===== config.mk =====
export PLATFORM = sky130hd
export DESIGN_NAME = pose_sequencer
export DESIGN_NICKNAME = d
export VERILOG_FILES = /design/src/rtl/pose_sequencer_pkg.sv /design/src/rtl/pose_sequencer_joint_cmp.sv /design/src/rtl/pose_sequencer.sv
export SDC_FILE = /design/constraint.sdc
export NUM_CORES = 1
export LEC_CHECK = 0
export CAP_MARGIN = 5
export CORE_UTILIZATION = 64
export DETAILED_ROUTE_END_ITERATION = 10
export GPL_ROUTABILITY_DRIVEN = 0
export PLACE_DENSITY = 0.87
export SYNTH_ARGS = -nofsm -noshare
export SYNTH_HDL_FRONTEND = slang
export SYNTH_HIERARCHICAL = 1
export SYNTH_SLANG_ARGS = --single-unit

===== constraint.sdc =====
create_clock -name clk -period 9.64 [get_ports clk]
set_clock_uncertainty 0.2 [all_clocks]
set_input_delay 1.928 -clock clk [delete_from_list [all_inputs] [get_ports clk]]
set_output_delay 1.928 -clock clk [all_outputs]
set_load 0.02 [all_outputs]

===== src/rtl/pose_sequencer_pkg.sv =====
// pose_pkg: shared jog encodings, sequencer state type and the fixed pose table.
// Poses are stored joint1-first: element [0] of a pose_t is joint 1.
package pose_pkg;

  localparam logic [1:0] BTN_HOLD = 2'b00;
  localparam logic [1:0] BTN_UP   = 2'b01;
  localparam logic [1:0] BTN_DOWN = 2'b10;

  localparam int unsigned N_JOINTS = 5;
  localparam int unsigned N_TABLE  = 16;

  typedef enum logic [2:0] {
    IDLE  = 3'd0,
    LOAD  = 3'd1,
    MOVE  = 3'd2,
    DWELL = 3'd3,
    DONE  = 3'd4
  } state_e;

  typedef logic [N_JOINTS-1:0][7:0] pose_t;

  // Each literal is written {j5, j4, j3, j2, j1}; entries at or beyond N_POSES are ignored.
  localparam pose_t POSE_TABLE [N_TABLE] = '{
    {8'd100, 8'd100, 8'd100, 8'd100, 8'd100},
    {8'd32,  8'd64,  8'd128, 8'd255, 8'd0  },
    {8'd240, 8'd10,  8'd150, 8'd50,  8'd200},
    {8'd5,   8'd220, 8'd90,  8'd180, 8'd30 },
    {8'd128, 8'd128, 8'd128, 8'd128, 8'd128},
    {8'd20,  8'd240, 8'd180, 8'd120, 8'd60 },
    {8'd175, 8'd75,  8'd125, 8'd5,   8'd250},
    {8'd50,  8'd40,  8'd30,  8'd20,  8'd10 },
    {8'd90,  8'd90,  8'd90,  8'd90,  8'd90 },
    {8'd64,  8'd192, 8'd64,  8'd192, 8'd64 },
    {8'd200, 8'd100, 8'd200, 8'd100, 8'd200},
    {8'd0,   8'd0,   8'd0,   8'd0,   8'd0  },
    {8'd255, 8'd255, 8'd255, 8'd255, 8'd255},
    {8'd16,  8'd48,  8'd80,  8'd112, 8'd144},
    {8'd144, 8'd112, 8'd80,  8'd48,  8'd16 },
    {8'd128, 8'd64,  8'd32,  8'd16,  8'd8  }
  };

endpackage


===== src/rtl/pose_sequencer_joint_cmp.sv =====
// joint_cmp: compares one joint position to its target and proposes the jog
// direction. The difference is formed in 9 bits so 0 vs 255 cannot wrap.
module joint_cmp
  import pose_pkg::*;
#(
  parameter int unsigned TOL = 2
) (
  input  logic [7:0] pos,
  input  logic [7:0] tgt,
  output logic [1:0] btn_next,
  output logic       at_tgt
);

  logic signed [8:0] diff_s;
  logic        [8:0] mag_s;

  // Signed distance, its magnitude, and the resulting jog direction.
  always_comb begin
    diff_s = $signed({1'b0, pos}) - $signed({1'b0, tgt});
    if (diff_s[8]) begin
      mag_s = $unsigned(-diff_s);
    end else begin
      mag_s = $unsigned(diff_s);
    end
    at_tgt = (mag_s <= 9'(TOL));
    if (at_tgt) begin
      btn_next = BTN_HOLD;
    end else if (diff_s[8]) begin
      btn_next = BTN_UP;
    end else begin
      btn_next = BTN_DOWN;
    end
  end

endmodule


===== src/rtl/pose_sequencer.sv =====
// pose_sequencer: plays back the pose table by jogging five servo joints to
// each target, dwelling once all are within tolerance, then advancing.
// Build option POSE_LOOP_EN: when defined the sequence wraps to pose 0
// forever and DONE is never entered (done stays 0).
module pose_sequencer
  import pose_pkg::*;
#(
  parameter int unsigned N_POSES      = 8,
  parameter int unsigned DWELL_CYCLES = 50_000_000,
  parameter int unsigned TOL          = 2
) (
  input  logic       clk,
  input  logic       rst,
  input  logic       sw,
  input  logic [7:0] pos1,
  input  logic [7:0] pos2,
  input  logic [7:0] pos3,
  input  logic [7:0] pos4,
  input  logic [7:0] pos5,
  output logic [1:0] btn1,
  output logic [1:0] btn2,
  output logic [1:0] btn3,
  output logic [1:0] btn4,
  output logic [1:0] btn5,
  output logic [3:0] step_idx,
  output logic       busy,
  output logic       done
);

  localparam logic [3:0]  LAST_STEP = 4'(N_POSES - 1);
  localparam logic [31:0] LAST_CNT  = 32'(DWELL_CYCLES - 1);

  logic [7:0]                 pos_s [N_JOINTS];
  logic [N_JOINTS-1:0][1:0]   btn_next_s;
  logic [N_JOINTS-1:0]        at_tgt_s;
  logic                       all_at_s;

  state_e                     state_q, state_d;
  pose_t                      tgt_q, tgt_d;
  logic [N_JOINTS-1:0][1:0]   btn_q, btn_d;
  logic [3:0]                 step_q, step_d;
  logic [31:0]                cnt_q, cnt_d;
  logic                       busy_q, busy_d;
  logic                       done_q, done_d;

  assign pos_s[0] = pos1;
  assign pos_s[1] = pos2;
  assign pos_s[2] = pos3;
  assign pos_s[3] = pos4;
  assign pos_s[4] = pos5;

  for (genvar j = 0; j < N_JOINTS; j++) begin : g_joint
    joint_cmp #(.TOL(TOL)) u_cmp (
      .pos      (pos_s[j]),
      .tgt      (tgt_q[j]),
      .btn_next (btn_next_s[j]),
      .at_tgt   (at_tgt_s[j])
    );
  end

  assign all_at_s = &at_tgt_s;

  // Next-state, target latch, dwell counter and jog command selection.
  always_comb begin
    state_d = state_q;
    tgt_d   = tgt_q;
    step_d  = step_q;
    cnt_d   = cnt_q;
    btn_d   = {N_JOINTS{BTN_HOLD}};
    if (!sw) begin
      // Abort: no partial-pose resume, always restart from pose 0.
      state_d = IDLE;
      step_d  = 4'd0;
      cnt_d   = 32'd0;
    end else begin
      case (state_q)
        IDLE: begin
          state_d = LOAD;
        end
        LOAD: begin
          tgt_d   = POSE_TABLE[step_q];
          state_d = MOVE;
        end
        MOVE: begin
          btn_d = btn_next_s;
          if (all_at_s) begin
            state_d = DWELL;
            cnt_d   = 32'd0;
          end else begin
            state_d = MOVE;
          end
        end
        DWELL: begin
          if (!all_at_s) begin
            state_d = MOVE;
            cnt_d   = 32'd0;
          end else if (cnt_q == LAST_CNT) begin
            cnt_d = 32'd0;
            if (step_q == LAST_STEP) begin
`ifdef POSE_LOOP_EN
              step_d  = 4'd0;
              state_d = LOAD;
`else
              state_d = DONE;
`endif
            end else begin
              step_d  = step_q + 4'd1;
              state_d = LOAD;
            end
          end else begin
            cnt_d = cnt_q + 32'd1;
          end
        end
        DONE: begin
          state_d = DONE;
        end
        default: begin
          state_d = IDLE;
          step_d  = 4'd0;
          cnt_d   = 32'd0;
        end
      endcase
    end
    busy_d = (state_d == LOAD) || (state_d == MOVE) || (state_d == DWELL);
`ifdef POSE_LOOP_EN
    done_d = 1'b0;
`else
    done_d = (state_d == DONE);
`endif
  end

  // State and output registers with synchronous reset.
  always_ff @(posedge clk) begin
    if (rst) begin
      state_q <= IDLE;
      tgt_q   <= '0;
      btn_q   <= {N_JOINTS{BTN_HOLD}};
      step_q  <= 4'd0;
      cnt_q   <= 32'd0;
      busy_q  <= 1'b0;
      done_q  <= 1'b0;
    end else begin
      state_q <= state_d;
      tgt_q   <= tgt_d;
      btn_q   <= btn_d;
      step_q  <= step_d;
      cnt_q   <= cnt_d;
      busy_q  <= busy_d;
      done_q  <= done_d;
    end
  end

  assign btn1     = btn_q[0];
  assign btn2     = btn_q[1];
  assign btn3     = btn_q[2];
  assign btn4     = btn_q[3];
  assign btn5     = btn_q[4];
  assign step_idx = step_q;
  assign busy     = busy_q;
  assign done     = done_q;

endmodule


Word-level counts from Yosys, hierarchy flattened
Memories as Yosys holds them, arrays and structs flattened. A register that Yosys moved wholly into a read port is not among the register bits.
Cells that the tools add are included.
{ "totals": {"regBits": 51, "romBits": 640, "in_bits": 43, "memories": 1} }
{ "classes": {"n_addsub": 12, "magnitude_cmp": 5, "n_eq_ne": 14, "n_mux": 24, "n_bitwise": 5, "n_reduce_logical": 15} }
{ "memory_table": {"columns": ["memory", "depth", "width", "read_ports", "rd_clocked_by_memory_dff", "write_ports", "line_no", "source"], "rows": [
  ["(name not given)", 16, 40, 1, 1, 0, "pose_sequencer.sv:81", "tgt_d = POSE_TABLE[step_q];"]
]} }
{ "ops": {"columns": ["operator", "n"], "rows": [
  ["two-way mux 32 bit", 3],
  ["case mux 32 bit (3 select lines)", 1],
  ["less-or-equal comparator 9 x 2 -> 1 bit (second input constant)", 5],
  ["two-way mux 9 bit", 5],
  ["negation 9 bit", 5],
  ["subtractor 8 x 8 -> 9 bit", 5],
  ["adder 32 x 1 -> 32 bit (second input constant)", 1],
  ["equality test 32 x 26 -> 1 bit (second input constant)", 1],
  ["OR reduction 4 bit", 6],
  ["case mux 3 bit (5 select lines)", 1],
  ["equality test 3 x 2 -> 1 bit (second input constant)", 4],
  ["two-way mux 3 bit", 4],
  ["two-way mux 4 bit", 3],
  ["two-way mux 2 bit", 5],
  ["inequality test 2 bit (second input constant)", 4],
  ["case mux 4 bit (2 select lines)", 1],
  ["equality test 3 x 1 -> 1 bit (second input constant)", 2],
  ["equality test 3 bit (second input constant)", 2],
  ["NOT 4 -> 5 bit", 1],
  ["AND reduction 5 bit", 1],
  ["adder 4 x 1 -> 4 bit (second input constant)", 1],
  ["equality test 4 x 3 -> 1 bit (second input constant)", 1],
  ["NOT 1 bit", 4],
  ["AND reduction 2 bit", 2],
  ["other kinds (6)", 7]
]} }

Longest topological paths before layout
{ "logic_depth": {"ltp_word": 11, "mapped_depth": 17, "mapped_depth_nobuf": 16} }

Hierarchy
Netlist, hierarchy kept.
{ "by_module_without_submodules": {"columns": ["mod", "n_inst", "cells_each", "area_each_um2", "seq_area_each_um2"], "rows": [
  ["pose_sequencer", 1, 543, 4426.7, 1801.7],
  ["joint_cmp at g_joint[0].u_cmp ...", 4, 82, 561.8, 0.0],
  ["joint_cmp at g_joint[3].u_cmp", 1, 80, 568.0, 0.0]
]} }

Worst setup path before layout
Ideal clock, no wire load.
{ "synth_path": {"path_kind": "input port to flip-flop", "from": "in pos5[0]", "to": "reg cnt_q[29]", "setup_time_ns": 0.066, "arrival_ns": 5.304, "required_ns": 9.374, "path_slack_ns": 4.070, "path_stages": 17, "path_buffers": 1, "path_cell_list": "inv_1 > ha_1 > inv_1 > fa_1 > xor2_1 > or2_1 > nor2_1 > or4b_1 > mux2_2 > nor4b_2 > o21a_1 > and4_4 > a21o_4 > nand4_2 > buf_6 > or4_4 > a21oi_2"} }
{ "synth_via": {"elab_chain_cells": 7, "word_cells_on_any_way": 9, "classes_between": "add/sub (2); order compare (1); eq/ne (1); mux (3); reduce/logical (2)"} }
{ "synth_lines": {"columns": ["element", "line_no", "source"], "rows": [
  ["start, declared", "pose_sequencer.sv:19", "input logic [7:0] pos5,"],
  ["subtractor 8 x 8 -> 9 bit (*)", "pose_sequencer_joint_cmp.sv:19", "diff_s = $signed({1'b0, pos}) - $signed({1'b0, tgt});"],
  ["negation 9 bit", "pose_sequencer_joint_cmp.sv:21", "mag_s = $unsigned(-diff_s);"],
  ["two-way mux 9 bit (*)", "pose_sequencer_joint_cmp.sv:20", "if (diff_s[8]) begin"],
  ["less-or-equal comparator 9 x 2 -> 1 bit (*)", "pose_sequencer_joint_cmp.sv:25", "at_tgt = (mag_s <= 9'(TOL));"],
  ["net at_tgt_s[4]", "pose_sequencer.sv:35", "logic [N_JOINTS-1:0] at_tgt_s;"],
  ["AND reduction 5 bit (*)", "pose_sequencer.sv:61", "assign all_at_s = &at_tgt_s;"],
  ["two-way mux 32 bit or inequality test 2 bit (tied branches)", null, null],
  ["case mux 32 bit (3 select lines) or AND reduction 2 bit (tied branches)", null, null],
  ["end signal, assigned", "pose_sequencer.sv:147", "cnt_q <= cnt_d;"],
  ["end, declared", "pose_sequencer.sv:42", "logic [31:0] cnt_q, cnt_d;"]
]} }
The timed path passes the listed nets; every way through them passes the cells marked *.
A chain may end at the register's enable or synchronous reset.

Worst setup path after layout
{ "layout_path": {"from": "in pos3[0]", "to": "reg cnt_q[4]"} }
{ "layout_via": {"elab_chain_cells": 7, "word_cells_on_any_way": 9, "classes_between": "add/sub (2); order compare (1); eq/ne (1); mux (3); reduce/logical (2)"} }
{ "layout_lines": {"columns": ["element", "line_no", "source"], "rows": [
  ["start, declared", "pose_sequencer.sv:17", "input logic [7:0] pos3,"],
  ["subtractor 8 x 8 -> 9 bit (*)", "pose_sequencer_joint_cmp.sv:19", null],
  ["negation 9 bit", "pose_sequencer_joint_cmp.sv:21", null],
  ["two-way mux 9 bit (*)", "pose_sequencer_joint_cmp.sv:20", null],
  ["less-or-equal comparator 9 x 2 -> 1 bit (*)", "pose_sequencer_joint_cmp.sv:25", null],
  ["net at_tgt_s[2]", "pose_sequencer.sv:35", null],
  ["AND reduction 5 bit (*)", "pose_sequencer.sv:61", null],
  ["two-way mux 32 bit or inequality test 2 bit (tied branches)", null, null],
  ["case mux 32 bit (3 select lines) or AND reduction 2 bit (tied branches)", null, null]
]} }
Marked as above.

==> out/summary.json <==
{
  "outcome": {"value": "completed"},
  "critPathMaxFanout": {"value": 30},
  "swShare": {"value": 0.292},
  "clock_sink_count": {"value": 90},
  "transition_time_at_the_pin_with_the_least_slew_margin": {"value": 1.12, "unit": "ns"},
  "detail_route.wl_per_cell": {"value": 15.4, "unit": "µm"},
  "routed-wl-met2": {"value": 8.55, "unit": "mm"},
  "antenna_violations_before_repair": {"value": 0},
  "synth_seq_area_share": {"value": 0.249},
  "cp_endpoint_kind": {"value": "register"},
  "critical_path.top_delay_family": {"value": "compound AO/OA/AOI/OAI gates"},
  "cp.arrival": {"value": 6.32, "unit": "ns"},
  "final.period_utilization": {"value": 0.656},
  "pwr_density_cell": {"value": 121, "unit": "mW/mm²"},
  "tmin_final": {"value": 6.33, "unit": "ns"},
  "globalRouteOverflowTotal": {"value": 0},
  "post_drt_via_cell_ratio": {"value": 6.25},
  "detail-route-antenna-nets": {"value": 0},
  "setup_ws": {"value": 3.31, "unit": "ns"},
  "pwr-share-comb": {"value": 0.237},
  "finalHoldViolCount": {"value": 0},
  "multi_input_comb_area": {"value": 0.00499, "unit": "mm²"},
  "met3_length": {"value": 784, "unit": "µm"},
  "hold_path_cells": {"value": 2},
  "crit_path_cell_trace": {"value": "clkdlybuf4s50_1 -> inv_1 -> ha_1 -> inv_1 -> fa_1 -> a21oi_2 -> o211ai_1 -> a31oi_1 -> and3_1 -> o21ai_1 -> a32oi_1 -> o21a_1 -> and2_1 -> a21oi_2 -> nand2_1 -> and2_1 -> nor2_1"},
  "setup-violations-final": {"value": 0},
  "highest_achievable_clock_rate": {"value": 158, "unit": "MHz"},
  "synth_seq_cells": {"value": 90},
  "final-instance-count-excl-fill": {"value": 1132},
  "leakage": {"value": 0.00291, "unit": "µW"},
  "postSynthAreaPerCell": {"value": 7.62, "unit": "µm²"},
  "share_clk_of_total_power": {"value": 0.376},
  "ff2ff_path_depth": {"value": 15},
  "route.detailed.drc": {"value": 0},
  "seq_area": {"value": 0.00180, "unit": "mm²"},
  "fillerInstances": {"value": 891},
  "tritoncts_clock_tree": {"value": "yes"},
  "start_kind": {"value": "input port"},
  "numCtsBuffers": {"value": 9},
  "hold_path_class": {"value": "register to register"},
  "numPortBuffers": {"value": 58},
  "drive_gt1_frac": {"value": 0.0615},
  "grt_pass1_wl": {"value": 29.0, "unit": "mm"},
  "yosys_warnings": {"value": 6},
  "setup-tns-final": {"value": 0, "unit": "ns"},
  "vias": {"value": 7077},
  "htree_num_levels": {"value": 3},
  "report.power.total": {"value": 990, "unit": "µW"},
  "grt_start_max_net_pins": {"value": 45},
  "power_switching": {"value": 289, "unit": "µW"},
  "dpl.hpwl": {"value": 12.9, "unit": "mm"},
  "holdCritStartpoint": {"value": "tgt_q[27]"},
  "die_width": {"value": 108, "unit": "µm"},
  "synth_enable_flop_cells": {"value": 0},
  "num_io_pins": {"value": 59},
  "number_of_global_route_vias_before_repair": {"value": 6524},
  "floorplan.initialDensity": {"value": 0.662},
  "hold_path_end": {"value": "tgt_q[27]"},
  "antenna_cells": {"value": 0},
  "post-place-cells": {"value": 1117},
  "critical-path-max-stage-delay": {"value": 0.87, "unit": "ns"},
  "first_iter_violations": {"value": 496},
  "cp.buffers_inverters": {"value": 3},
  "dp_slack": {"value": 3.04, "unit": "ns"},
  "slew_violations": {"value": 0},
  "cts.path.max_buffers": {"value": 2},
  "totalWireLength": {"value": 17.4, "unit": "mm"},
  "critPathKind": {"value": "input port to register"},
  "ys_dominant_reg_cell": {"value": "sky130_fd_sc_hd__dfxtp_1"},
  "synthesis.area": {"value": 0.00724, "unit": "mm²"},
  "worst-endpoint-required": {"value": 9.63, "unit": "ns"},
  "peakVddDrop": {"value": 0.000108, "unit": "V"},
  "postSynth.asyncResetShare": {"value": 0},
  "chipHeight": {"value": 108, "unit": "µm"},
  "globalRouteTotalUtil": {"value": 0.306},
  "core_area": {"value": 0.0109, "unit": "mm²"},
  "layout_overhead_on_the_synthesized_area": {"value": 13.0, "unit": "%"},
  "worst_skew_pair.late_latency": {"value": 0.35, "unit": "ns"},
  "die_area": {"value": 0.0117, "unit": "mm²"},
  "routed_metal_1_wirelength": {"value": 7.48, "unit": "mm"},
  "timing.slew.headroom": {"value": 0.255},
  "clock-root-buffer": {"value": "sky130_fd_sc_hd__clkbuf_16"},
  "cts.repair_timing.setup_buffer_count": {"value": 0},
  "cpMaxStageDelayCell": {"value": "sky130_fd_sc_hd__and2_1"},
  "synth.distinct_cells": {"value": 73},
  "regToRegEndpoint": {"value": "cnt_q[4]"},
  "first_pass_iters": {"value": 5},
  "post_cts_resize_count": {"value": 0},
  "fin_nets": {"value": 1085},
  "cts_hold_buffers": {"value": 0},
  "pwr-share-seq": {"value": 0.387},
  "clk_transition_reported_paths": {"value": 0.06, "unit": "ns"},
  "internal_power": {"value": 700, "unit": "µW"},
  "rsz_0062_raised_after_global_routing": {"value": "false"},
  "worst_r2r_startpoint": {"value": "tgt_q[24]"},
  "post_synth_inst_count": {"value": 951},
  "r2r_setup_slack": {"value": 4.88, "unit": "ns"},
  "placement_rows": {"value": 38},
  "maxCapViolCount": {"value": 0},
  "top_layer": {"value": "met4"},
  "synth.net_count": {"value": 1048}
}
==> through the flow <==
step | hold slack, ns | utilization | area (µm²)
floorplan | 0.236 | - | 7240
global placement | 0.243 | 0.719 | 7870
detailed placement | 0.253 | 0.719 | 7870
CTS | 0.265 | 0.748 | 8180
global route | 0.296 | 0.748 | 8180
finish | 0.264 | 0.748 | 8180
==> synthesized netlist by cell type, drive strengths merged, types with 2 or more instances <==
| cell type | instances | area (µm²) |
|---|---|---|
| o21bai | 5 | 37.5 |
| ha | 49 | 613 |
| xnor2 | 16 | 140 |
| a311oi | 17 | 155 |
| nor3 | 31 | 160 |
| o22ai | 6 | 37.5 |
| nand2b | 15 | 93.8 |
| or4b | 6 | 63.8 |
| mux2 | 5 | 56.3 |
| o21a | 15 | 113 |
| fa | 5 | 100 |
| nand3b | 2 | 15.0 |
| or3 | 16 | 100 |
| a31oi | 11 | 75.1 |
| and2 | 17 | 106 |
| nor4b | 7 | 92.6 |
| a21oi | 65 | 370 |
| nor2 | 105 | 394 |
| nor4 | 23 | 159 |
| and3 | 13 | 82.6 |
| a32oi | 5 | 43.8 |
| mux2i | 12 | 120 |
| clkbuf | 18 | 67.6 |
| a221oi | 3 | 26.3 |
| nand3 | 33 | 165 |
| nand4 | 24 | 156 |
| inv | 75 | 282 |
| or4 | 4 | 33.8 |
| nand4b | 3 | 26.3 |
| buf | 19 | 100 |
| a21boi | 6 | 45.1 |
| a41oi | 2 | 17.5 |
| or2 | 7 | 43.8 |
| o211ai | 11 | 82.6 |
| and4 | 4 | 37.5 |
| a21o | 9 | 75.1 |
| dfxtp | 90 | 1800 |
| nand2 | 70 | 263 |
| and3b | 8 | 70.1 |
| nor2b | 24 | 150 |
| nor3b | 2 | 15.0 |
| xor2 | 19 | 166 |
| o31ai | 5 | 37.5 |
| a211oi | 22 | 165 |
| o21ai | 38 | 190 |
==> per-layer routing <==
metal	GRT usage	vias up
li1	-	3521
met1	0.360	3276
met2	0.537	232
met3	0.0452	48
met4	0.157	0
met5	0	-
==> worst reg2reg max path: stages (launching register included) <==
cell and delay [ns]:
sky130_fd_sc_hd__dfxtp_1 0.42, sky130_fd_sc_hd__ha_1 0.19, sky130_fd_sc_hd__inv_1 0.05, sky130_fd_sc_hd__fa_1 0.41, sky130_fd_sc_hd__a21oi_2 0.18, sky130_fd_sc_hd__o211ai_1 0.16, sky130_fd_sc_hd__a31oi_1 0.60, sky130_fd_sc_hd__and3_1 0.25
sky130_fd_sc_hd__o21ai_1 0.06, sky130_fd_sc_hd__a32oi_1 0.34, sky130_fd_sc_hd__o21a_1 0.26, sky130_fd_sc_hd__and2_1 0.24, sky130_fd_sc_hd__a21oi_2 0.14, sky130_fd_sc_hd__nand2_1 0.10, sky130_fd_sc_hd__and2_1 0.87, sky130_fd_sc_hd__nor2_1 0.13
==> final cells by class <==
cell class,instances,share of cell area
repair buffers,63,0.0755
multi-input cells,749,0.610
clock inverters,3,0.00581
flip-flops and latches,90,0.220
well taps,140,0.0214
clock buffers,12,0.0326
inverters,75,0.0344
==> power groups by stage <==
stage	registers (µW)	clock network, µW	logic, µW
global placement	391	0	224
detailed placement	392	0	229
finish	383	372	235
CTS	383	375	232
global route	384	389	260
floorplan	390	0	175
==> how the worst max path moves through the flow <==
stage / start / end / slack [ns] / depth (start not counted)
after floorplan: pos5[0] / cnt_q[29] / 4.07 / 17
after global placement: pos2[0] / cnt_q[4] / 3.12 / 17
after detailed placement: pos2[0] / cnt_q[6] / 3.04 / 17
after CTS: pos3[0] / cnt_q[6] / 3.34 / 17
after global routing: pos3[0] / cnt_q[18] / 2.94 / 17
final: pos3[0] / cnt_q[4] / 3.31 / 17
==> kinds of logic (layout without fill, tap and decap cells) <==
logic type / after synthesis / in the layout / synth area share
flip-flops: 90 / 90 / 0.249
AO/OA/AOI/OAI: 225 / 225 / 0.209
AND/OR/NAND/NOR: 416 / 416 / 0.310
adder cells (fa/ha/maj): 55 / 55 / 0.100
buffers and inverters: 112 / 153 / 0.0620
XOR/XNOR: 35 / 35 / 0.0423
multiplexers: 18 / 18 / 0.0275
==> flip-flops by register name (all words and copies together), names as in the netlist <==
| name | flops |
|---|---|
| btn4 | 2 |
| btn2 | 2 |
| tgt_q | 39 |
| btn1 | 2 |
| step_idx | 4 |
| btn5 | 2 |
| cnt_q | 32 |
| busy | 1 |
| btn3 | 2 |
| state_q | 3 |
| done | 1 |
==> layout by cell type (no fill, tap or decap), types with 6 or more instances in the layout <==
cell and instances:
sky130_fd_sc_hd__o22ai_1 6, sky130_fd_sc_hd__or3_1 16, sky130_fd_sc_hd__o21ai_0 33, sky130_fd_sc_hd__nor2b_1 24, sky130_fd_sc_hd__and2_1 17, sky130_fd_sc_hd__a211oi_1 22
sky130_fd_sc_hd__a21oi_2 12, sky130_fd_sc_hd__dfxtp_1 90, sky130_fd_sc_hd__mux2i_1 12, sky130_fd_sc_hd__and3_1 12, sky130_fd_sc_hd__nand2b_1 15, sky130_fd_sc_hd__xor2_1 19
sky130_fd_sc_hd__o21a_1 15, sky130_fd_sc_hd__nor2_1 105, sky130_fd_sc_hd__ha_1 49, sky130_fd_sc_hd__and3b_1 8, sky130_fd_sc_hd__a31oi_1 10, sky130_fd_sc_hd__nor4_1 22
sky130_fd_sc_hd__clkdlybuf4s50_1 58, sky130_fd_sc_hd__a21o_1 8, sky130_fd_sc_hd__xnor2_1 16, sky130_fd_sc_hd__nand2_1 70, sky130_fd_sc_hd__nand3_1 33, sky130_fd_sc_hd__nand4_1 23
sky130_fd_sc_hd__o211ai_1 11, sky130_fd_sc_hd__inv_1 71, sky130_fd_sc_hd__nor3_1 30, sky130_fd_sc_hd__clkbuf_16 9, sky130_fd_sc_hd__a311oi_1 16, sky130_fd_sc_hd__a21oi_1 53
Power figures use the tool's default switching activity.
